`config.mk`:
```
export PLATFORM = sky130hd
export DESIGN_NAME = seg7_display_ctrl
export DESIGN_NICKNAME = d
export VERILOG_FILES = /design/src/rtl/seg7_display_ctrl.sv
export SDC_FILE = /design/constraint.sdc
export NUM_CORES = 1
export LEC_CHECK = 0
export ABC_AREA = 1
export BUFFER_PORTS_ARGS = -buffer_cell sky130_fd_sc_hd__buf_4
export CAP_MARGIN = 20
export CORE_ASPECT_RATIO = 0.5
export CORE_MARGIN = 4
export CORE_UTILIZATION = 35
export DETAILED_ROUTE_END_ITERATION = 8
export SYNTH_ARGS = -nofsm -noshare
export SYNTH_HDL_FRONTEND = slang
export SYNTH_SLANG_ARGS = --single-unit
```
`constraint.sdc`:
```
create_clock -name clk -period 1.6 [get_ports clk]
set_input_delay 0.08 -clock clk [delete_from_list [all_inputs] [get_ports clk]]
set_output_delay 0.08 -clock clk [all_outputs]
set_load 0.005 [all_outputs]
```
`src/rtl/seg7_display_ctrl.sv`:
```
// Avalon-MM slave driving NUM_DIGITS seven-segment digits with per-digit decode/raw/blank/blink,
// global enable and 4-bit brightness PWM; registered segment outputs and read data.
module seg7_display_ctrl #(
  parameter int NUM_DIGITS = 8,
  parameter int ACTIVE_LOW = 1,
  parameter int BLINK_DIV  = 25000000,
  parameter int ADDR_W     = 5
) (
  input  logic                    clk,
  input  logic                    reset_n,
  input  logic [ADDR_W-1:0]       address,
  input  logic                    chipselect,
  input  logic                    read,
  input  logic                    write,
  input  logic [31:0]             writedata,
  output logic [31:0]             readdata,
  output logic [NUM_DIGITS*7-1:0] hex_out
);

  localparam int                      BW         = $clog2(BLINK_DIV);
  localparam logic [BW-1:0]           BLINK_LAST = BW'(BLINK_DIV - 1);
  localparam logic [ADDR_W-1:0]       CTRL_ADDR  = ADDR_W'(NUM_DIGITS);
  localparam logic [NUM_DIGITS*7-1:0] HEX_OFF    = (ACTIVE_LOW != 0) ? '1 : '0;

  logic [13:0]             digit_q [NUM_DIGITS];
  logic                    en_q;
  logic [3:0]              bright_q;
  logic [BW-1:0]           blink_cnt_q;
  logic                    phase_q;
  logic [3:0]              pwm_cnt_q;
  logic [31:0]             rdata_q, rdata_d;
  logic [NUM_DIGITS*7-1:0] hex_q, hex_d;
  logic                    wr_en, rd_en, pwm_on;
  logic                    unused_wdata;

  assign wr_en        = chipselect & write;
  assign rd_en        = chipselect & read;
  assign pwm_on       = (bright_q == 4'hF) | (pwm_cnt_q < bright_q);
  assign unused_wdata = ^writedata[31:14];
  assign readdata     = rdata_q;
  assign hex_out      = hex_q;

  function automatic logic [6:0] hex_decode(input logic [3:0] n);
    case (n)
      4'h0: hex_decode = 7'h3F;  4'h1: hex_decode = 7'h06;
      4'h2: hex_decode = 7'h5B;  4'h3: hex_decode = 7'h4F;
      4'h4: hex_decode = 7'h66;  4'h5: hex_decode = 7'h6D;
      4'h6: hex_decode = 7'h7D;  4'h7: hex_decode = 7'h07;
      4'h8: hex_decode = 7'h7F;  4'h9: hex_decode = 7'h6F;
      4'hA: hex_decode = 7'h77;  4'hB: hex_decode = 7'h7C;
      4'hC: hex_decode = 7'h39;  4'hD: hex_decode = 7'h5E;
      4'hE: hex_decode = 7'h79;  default: hex_decode = 7'h71;
    endcase
  endfunction

  always_comb begin
    rdata_d = '0;
    for (int i = 0; i < NUM_DIGITS; i++)
      if (address == ADDR_W'(i)) rdata_d = {18'd0, digit_q[i]};
    if (address == CTRL_ADDR) rdata_d = {23'd0, phase_q, bright_q, 3'd0, en_q};
  end

  // Digit fields: [3:0] nibble, [10:4] raw, [11] raw mode, [12] blank, [13] blink.
  always_comb begin
    logic [6:0] pat;
    hex_d = '0;
    for (int i = 0; i < NUM_DIGITS; i++) begin
      pat = digit_q[i][11] ? digit_q[i][10:4] : hex_decode(digit_q[i][3:0]);
      if (!en_q || digit_q[i][12] || (digit_q[i][13] && phase_q) || !pwm_on) pat = 7'h00;
      hex_d[7*i +: 7] = (ACTIVE_LOW != 0) ? ~pat : pat;
    end
  end

  always_ff @(posedge clk or negedge reset_n) begin
    if (!reset_n) begin
      for (int i = 0; i < NUM_DIGITS; i++) digit_q[i] <= 14'h1000;
      en_q     <= 1'b1;
      bright_q <= 4'hF;
    end else if (wr_en) begin
      for (int i = 0; i < NUM_DIGITS; i++)
        if (address == ADDR_W'(i)) digit_q[i] <= writedata[13:0];
      if (address == CTRL_ADDR) begin
        en_q     <= writedata[0];
        bright_q <= writedata[7:4];
      end
    end
  end

  always_ff @(posedge clk or negedge reset_n) begin
    if (!reset_n) begin
      blink_cnt_q <= '0;
      phase_q     <= 1'b0;
      pwm_cnt_q   <= 4'd0;
      rdata_q     <= '0;
      hex_q       <= HEX_OFF;
    end else begin
      if (blink_cnt_q == BLINK_LAST) begin
        blink_cnt_q <= '0;
        phase_q     <= ~phase_q;
      end else begin
        blink_cnt_q <= blink_cnt_q + 1'b1;
      end
      pwm_cnt_q <= pwm_cnt_q + 4'd1;
      if (rd_en) rdata_q <= rdata_d;
      hex_q <= hex_d;
    end
  end

endmodule

```
# Word level (Yosys, flattened, before mapping)

Memories as Yosys holds them, arrays and structs flattened.
Cells that the tools add are included.

Add/subtract/negate cells: 2
Magnitude comparators: 1
Equality and inequality tests: 10
Muxes and demuxes: 26
Bitwise gates (word level): 12
Reductions and logical operators: 44

Operator list:

| operator                | number |
|---|---|
| $mux W32                | 6 |
| $mux W7                 | 16 |
| $not A7 Y7              | 8 |
| $mux W14                | 3 |
| $add A25 B1 Y25 const B | 1 |
| $eq A25 B25 Y1 const B  | 1 |
| $mux W25                | 1 |
| $logic_or A1 B1 Y1      | 24 |
| $eq A5 B3 Y1 const B    | 4 |
| $reduce_and A2 Y1       | 9 |
| $eq A5 B2 Y1 const B    | 2 |
| $logic_and A1 B1 Y1     | 8 |
| $eq A5 B1 Y1 const B    | 1 |
| $eq A5 B4 Y1 const B    | 1 |
| $logic_not A5 Y1        | 1 |
| $add A4 B1 Y4 const B   | 1 |
| $eq A4 B4 Y1 const B    | 1 |
| $lt A4 B4 Y1            | 1 |
| $and A1 B1 Y1           | 2 |
| $logic_not A1 Y1        | 2 |
| $not A1 Y1              | 1 |
| $or A1 B1 Y1            | 1 |

Register bits after elaboration: 235
ROM bits: 896
Input port bits: 42
Output and inout bits: 88
Word-level logic and storage cells: 118
Memories: 8

Memories:

| name             | words | width | read ports | clocked after memory_dff | write ports | RTL line | RTL |
|---|---|---|---|---|---|---|---|
| (name not given) | 16    | 7     | 1          | 0                        | 0           | 44       | `case (n)` |
| (name not given) | 16    | 7     | 1          | 0                        | 0           | 44       |  |
| (name not given) | 16    | 7     | 1          | 0                        | 0           | 44       |  |
| (name not given) | 16    | 7     | 1          | 0                        | 0           | 44       |  |
| (name not given) | 16    | 7     | 1          | 0                        | 0           | 44       |  |
| (name not given) | 16    | 7     | 1          | 0                        | 0           | 44       |  |
| +2 memories      | --    | --    | --         | --                       | --          | --       |  |

# Logic depth before layout (Yosys ltp)

Word-level depth: 10
Gate-level depth with buffers: 11

# Worst setup path before layout

Ideal clock, no wire load.

Path kind: register -> register
Start: register bright_q[1]
End: register hex_q[15], in the netlist hex_out[15]
Setup time: 0.108 ns
Data arrival time: 1.616 ns
Slack: -0.124 ns
Stages on the path, launching flop included: 11
Buffers on the path: 2
Clock period less this slack: 1.724 ns
Cell sequence: dfstp_2 -> inv_1 -> ha_1 -> o21ai_0 -> nand2_1 -> nand3_1 -> nand2_1 -> o41ai_1 -> buf_2 -> buf_2 -> nand3_1

Cells in the longest elaborated chain, start to end: 6
Elaborated cells on any way between the ends: 7

Ends and longest elaborated chain:

| element                                      | RTL line | RTL |
|---|---|---|
| start, declared                              | 27       | `logic [3:0] bright_q;` |
| start signal, assigned                       | 84       | `bright_q <= writedata[7:4];` |
| $lt A4 B4 Y1 or $eq A4 B4 Y1 (tied branches) | 38       | `assign pwm_on = (bright_q == 4'hF) \| (pwm_cnt_q < bright_q);` |
| $or A1 B1 Y1 (*)                             | 38       |  |
| $logic_not A1 Y1 (*)                         | 69       | `if (!en_q \|\| digit_q[i][12] \|\| (digit_q[i][13] && phase_q) \|\| !pwm_on) pat = 7'h00;` |
| $logic_or A1 B1 Y1 (*)                       | 69       |  |
| $mux W7 (*)                                  | 69       |  |
| $not A7 Y7 (*)                               | 70       | `hex_d[7*i +: 7] = (ACTIVE_LOW != 0) ? ~pat : pat;` |
| named net hex_d[15]                          | 32       | `logic [NUM_DIGITS*7-1:0] hex_q, hex_d;` |
| end signal, assigned                         | 95       | `hex_q <= HEX_OFF;` |
| end signal, assigned                         | 105      | `hex_q <= hex_d;` |
| end, declared                                | 32       |  |

Mark *: on every way through the listed nets, which the timed path passes. The rest lies on a longest branch.
A chain may end at the register's enable or synchronous reset.

# Worst setup path in the final report

Start: register bright_q[1]
End: register hex_q[30], in the netlist hex_out[30]

Same word-level chain as after synthesis.

==> results.sh <==
export IMPL_status="complete, but fails checks"
export IMPL_violations="setup timing"
export IMPL_cp_cell_sequence="inv_2, ha_4, o21ai_2, nand2_1, nand3_2, nand2_2, o41ai_4, buf_12, o2111ai_1"
export IMPL_firstDrtPassIters=7
export IMPL_syn_inst=1403
export IMPL_pin_count=130
export IMPL_r2r_slack_ns=-0.05
export IMPL_nets=1660
export IMPL_rsz0062_at_grt="true"
export IMPL_worstSetupPathType="reg -> reg"
export IMPL_dr_wl_met2_um=15350
export IMPL_yosysWarnings=0
export IMPL_end_kind="register"
export IMPL_vias_per_cell=5.128
export IMPL_slowest_stage="dfstp_2"
export IMPL_setup_viol=29
export IMPL_slowest_delay_ns=0.54
export IMPL_wl_per_cell_um=17.46
export IMPL_fp_dieH_um=136.8
export IMPL_antenna_found_initial=0
export IMPL_rr_endpoint="hex_out[30]"
export IMPL_hold_violations=0
export IMPL_die_w_um=265.7
export IMPL_p_per_area_nw_per_um2=1072
export IMPL_cp_startpoint="bright_q[1]"
export IMPL_worst_pin_slew_ns=0.6042
export IMPL_synth_edff_count=0
export IMPL_final_fill_count=3217
export IMPL_diodes=0
export IMPL_clock_path_buffers=3
export IMPL_critPathRequiredTime_ns=2.04
export IMPL_cts_tree="built"
export IMPL_critPathLaunchType="register"
export IMPL_clock_skew_ns=0.02243
export IMPL_cp_max_fo=28
export IMPL_highest_layer="met4"
export IMPL_reg2reg_from="bright_q[1]"
export IMPL_reg2reg_depth=9
export IMPL_post_route_min_period_ns=1.653
export IMPL_drt_wl_total_um=35310
export IMPL_ir_drop_mv=0.6739
export IMPL_pwr_share_comb_pct=19.2
export IMPL_start_util_pct=36.12
export IMPL_endpoint="hex_out[30]"
export IMPL_critPathTopFamily="flip-flops"
export IMPL_htreeDepth=1
export IMPL_num_vias=10370
export IMPL_max_slew_margin_pct=59.72
export IMPL_syn_cell_area_um2=11620
export IMPL_rows=46
export IMPL_worst_slack_ns=-0.05258
export IMPL_synthDistinctLibCells=42
export IMPL_ys_seq_elements=217
export IMPL_synthArstFlopShare_pct=100.0
export IMPL_multi_input_area_um2=5455
export IMPL_p_int_mw=10.71
export IMPL_critical_path_arrival_ns=2.09
export IMPL_die_area_um2=36360
export IMPL_hpwl_um=25730
export IMPL_ant_nets=0
export IMPL_utilization_pct=44.81
export IMPL_drt_initial_drc_count=894
export IMPL_drc_errors=0
export IMPL_max_freq_mhz=605.1
export IMPL_gr_total_overflow=0
export IMPL_routed_wl_met3_um=2329
export IMPL_fp_coreArea_um2=32170
export IMPL_crit_buf_inv=2
export IMPL_path_depth=9
export IMPL_hold_ws_ns=0.03365
export IMPL_cts_buffers=23
export IMPL_grt_pass1_vias=9466
export IMPL_met1_length_um=17020
export IMPL_ys_flop_type="dfrtp_1"
export IMPL_postSynthAreaPerCell_um2=8.282
export IMPL_hold_path_class="in -> reg"
export IMPL_finalMaxSlewViolations=0
export IMPL_cts_sinks=217
export IMPL_clkLatencyLatePin_ns=0.55
export IMPL_leakage_nw=6.510
export IMPL_sw_frac_of_total_pct=30.71
export IMPL_io_buffers=93
export IMPL_drive_gt1_share_pct=23.21
export IMPL_maxCapViolations=0
export IMPL_period_share_pct=103.3
export IMPL_clkPwrFrac_pct=37.6
export IMPL_cts_root_buffer="clkbuf_16"
export IMPL_grt_pass1_wl_um=54790
export IMPL_register_area_um2=5519
export IMPL_area_growth_pct=24.07
export IMPL_synth_seq_area_share_pct=47.47
export IMPL_seqPwrFrac_pct=43.2
export IMPL_power_mw=15.45
export IMPL_path_clk_slew_ns=0.07
export IMPL_groute_usage_overall_pct=19.10
export IMPL_switchingPower_mw=4.744
export IMPL_grt_max_degree=59
export IMPL_gp_congestion=0.9049
[worst reg2reg max path, delay by kind of cell (launching register included)]
| family | cells | cell delay, ns |
|---|---|---|
| DFF | 1 | 0.54 |
| and+or+nand+nor | 3 | 0.20 |
| adders and majority gates | 1 | 0.20 |
| AOI/OAI and AO/OA | 3 | 0.31 |
| buffers and inverters | 2 | 0.29 |
[flip-flops by register name (all words and copies together), names as in the netlist]
name	count
en_q	1
blink_cnt_q	25
digit_q	112
phase_q	1
bright_q	4
pwm_cnt_q	4
readdata	14
hex_out	56
[Yosys cell counts (2+ instances only)]
library cell,count,area [um^2]
o2111ai_1,34,297.8
dfstp_2,69,1813
xnor2_1,2,17.52
a21oi_1,58,290.3
or2_2,4,25.02
clkbuf_1,20,75.07
a32o_1,7,70.07
inv_2,9,33.78
ha_1,45,563.0
a31oi_1,7,43.79
nor2_1,69,259.0
nand2_1,356,1336
o311ai_0,8,70.07
o21ai_1,5,25.02
xor2_1,12,105.1
nand2_2,8,50.05
nor4_1,6,37.54
a211oi_1,8,60.06
or2_0,2,12.51
buf_2,15,75.07
inv_1,127,476.7
o211ai_1,7,52.55
buf_4,23,172.7
clkinv_1,9,33.78
o21ai_0,184,920.9
nor2_4,10,112.6
nor3_1,9,45.04
dfrtp_1,148,3704
nor2_2,5,31.28
nand2_4,4,45.04
nand3_2,5,50.05
nand3_1,79,395.4
nand4_1,40,250.2
[cell usage in the layout (no fill, tap or decap), types with 8 or more instances in the layout]
| master | n |
|---|---|
| xor2_1 | 12 |
| clkinv_1 | 9 |
| nand3_1 | 74 |
| buf_4 | 171 |
| nand2_2 | 9 |
| o21ai_0 | 182 |
| inv_2 | 12 |
| conb_1 | 18 |
| ha_1 | 42 |
| dfrtp_1 | 146 |
| a211oi_1 | 8 |
| nand2_1 | 354 |
| nand3_2 | 8 |
| o311ai_0 | 8 |
| dfstp_2 | 69 |
| o2111ai_1 | 34 |
| nor3_1 | 9 |
| nand4_1 | 40 |
| inv_1 | 122 |
| nor2_4 | 13 |
| clkbuf_16 | 23 |
| nor2_1 | 65 |
| a21oi_1 | 53 |
[cells by family after synthesis]
family                     share of synthesized area [%]
and+or+nand+nor                                    23.06
other                                            0.03227
adders and majority gates                          4.845
AOI/OAI and AO/OA                                  15.89
buffers and inverters                              7.634
DFF                                                47.47
xor gates and xnor gates                           1.055
[per-layer routing]
layer	up-vias	GRT usage, %
met3	48	2.928
met4	0	3.556
li1	5034	-
met5	-	0
met1	4983	29.41
met2	303	28.63
[cell type report]
cell class / count / share of cell area, %
sequential: 217 / 38.28
multi-input combinational: 997 / 37.84
timing repair buffer: 189 / 10.66
clock buffer: 26 / 4.140
inverter: 145 / 3.810
tap: 432 / 3.749
clock inverter: 16 / 1.519
[power by group through the flow]
stage | registers, mW | clock network [mW] | logic, mW
finish | 6.67 | 5.82 | 2.96
detailed placement | 6.75 | 0 | 2.93
global placement | 6.75 | 0 | 2.90
global route | 6.74 | 6.14 | 3.36
floorplan | 6.57 | 0 | 1.76
CTS | 6.66 | 5.93 | 2.95
[stage by stage]
step | setup TNS (ns) | worst slack (ns) | area [um^2] | std cells
4_1_cts | -1.376 | -0.08069 | 14210 | 2014
5_1_grt | -4.924 | -0.1360 | 14420 | 2022
2_1_floorplan | 0 | 0.009101 | 11750 | 1420
3_5_place_dp | -1.204 | -0.06585 | 13340 | 1967
6_report | -0.4795 | -0.05258 | 14420 | 2022
3_3_place_gp | -0.4798 | -0.01963 | 13340 | 1967
[worst min-delay path by stage]
stage	start	slack [ns]	depth (start not counted)	end
finish	chipselect	0.03	5	readdata[13]
global placement	reset_n	0.06	1	digit_q[103]
detailed placement	reset_n	0.06	1	digit_q[103]
floorplan	reset_n	-0.22	0	blink_cnt_q[0]
global route	writedata[5]	0.05	4	digit_q[103]
CTS	chipselect	0.01	5	readdata[13]
[repair_timing]
item                                    in CTS  in global routing
hold buffers                                 5                  0
setup buffers                                0                  8
endpoints found under the setup margin      51                 75
pin swaps                                    1                 12
hold endpoints to repair                   185                  0
resized for setup                            1                 39
Note: power is estimated with default switching activity, not from simulation.
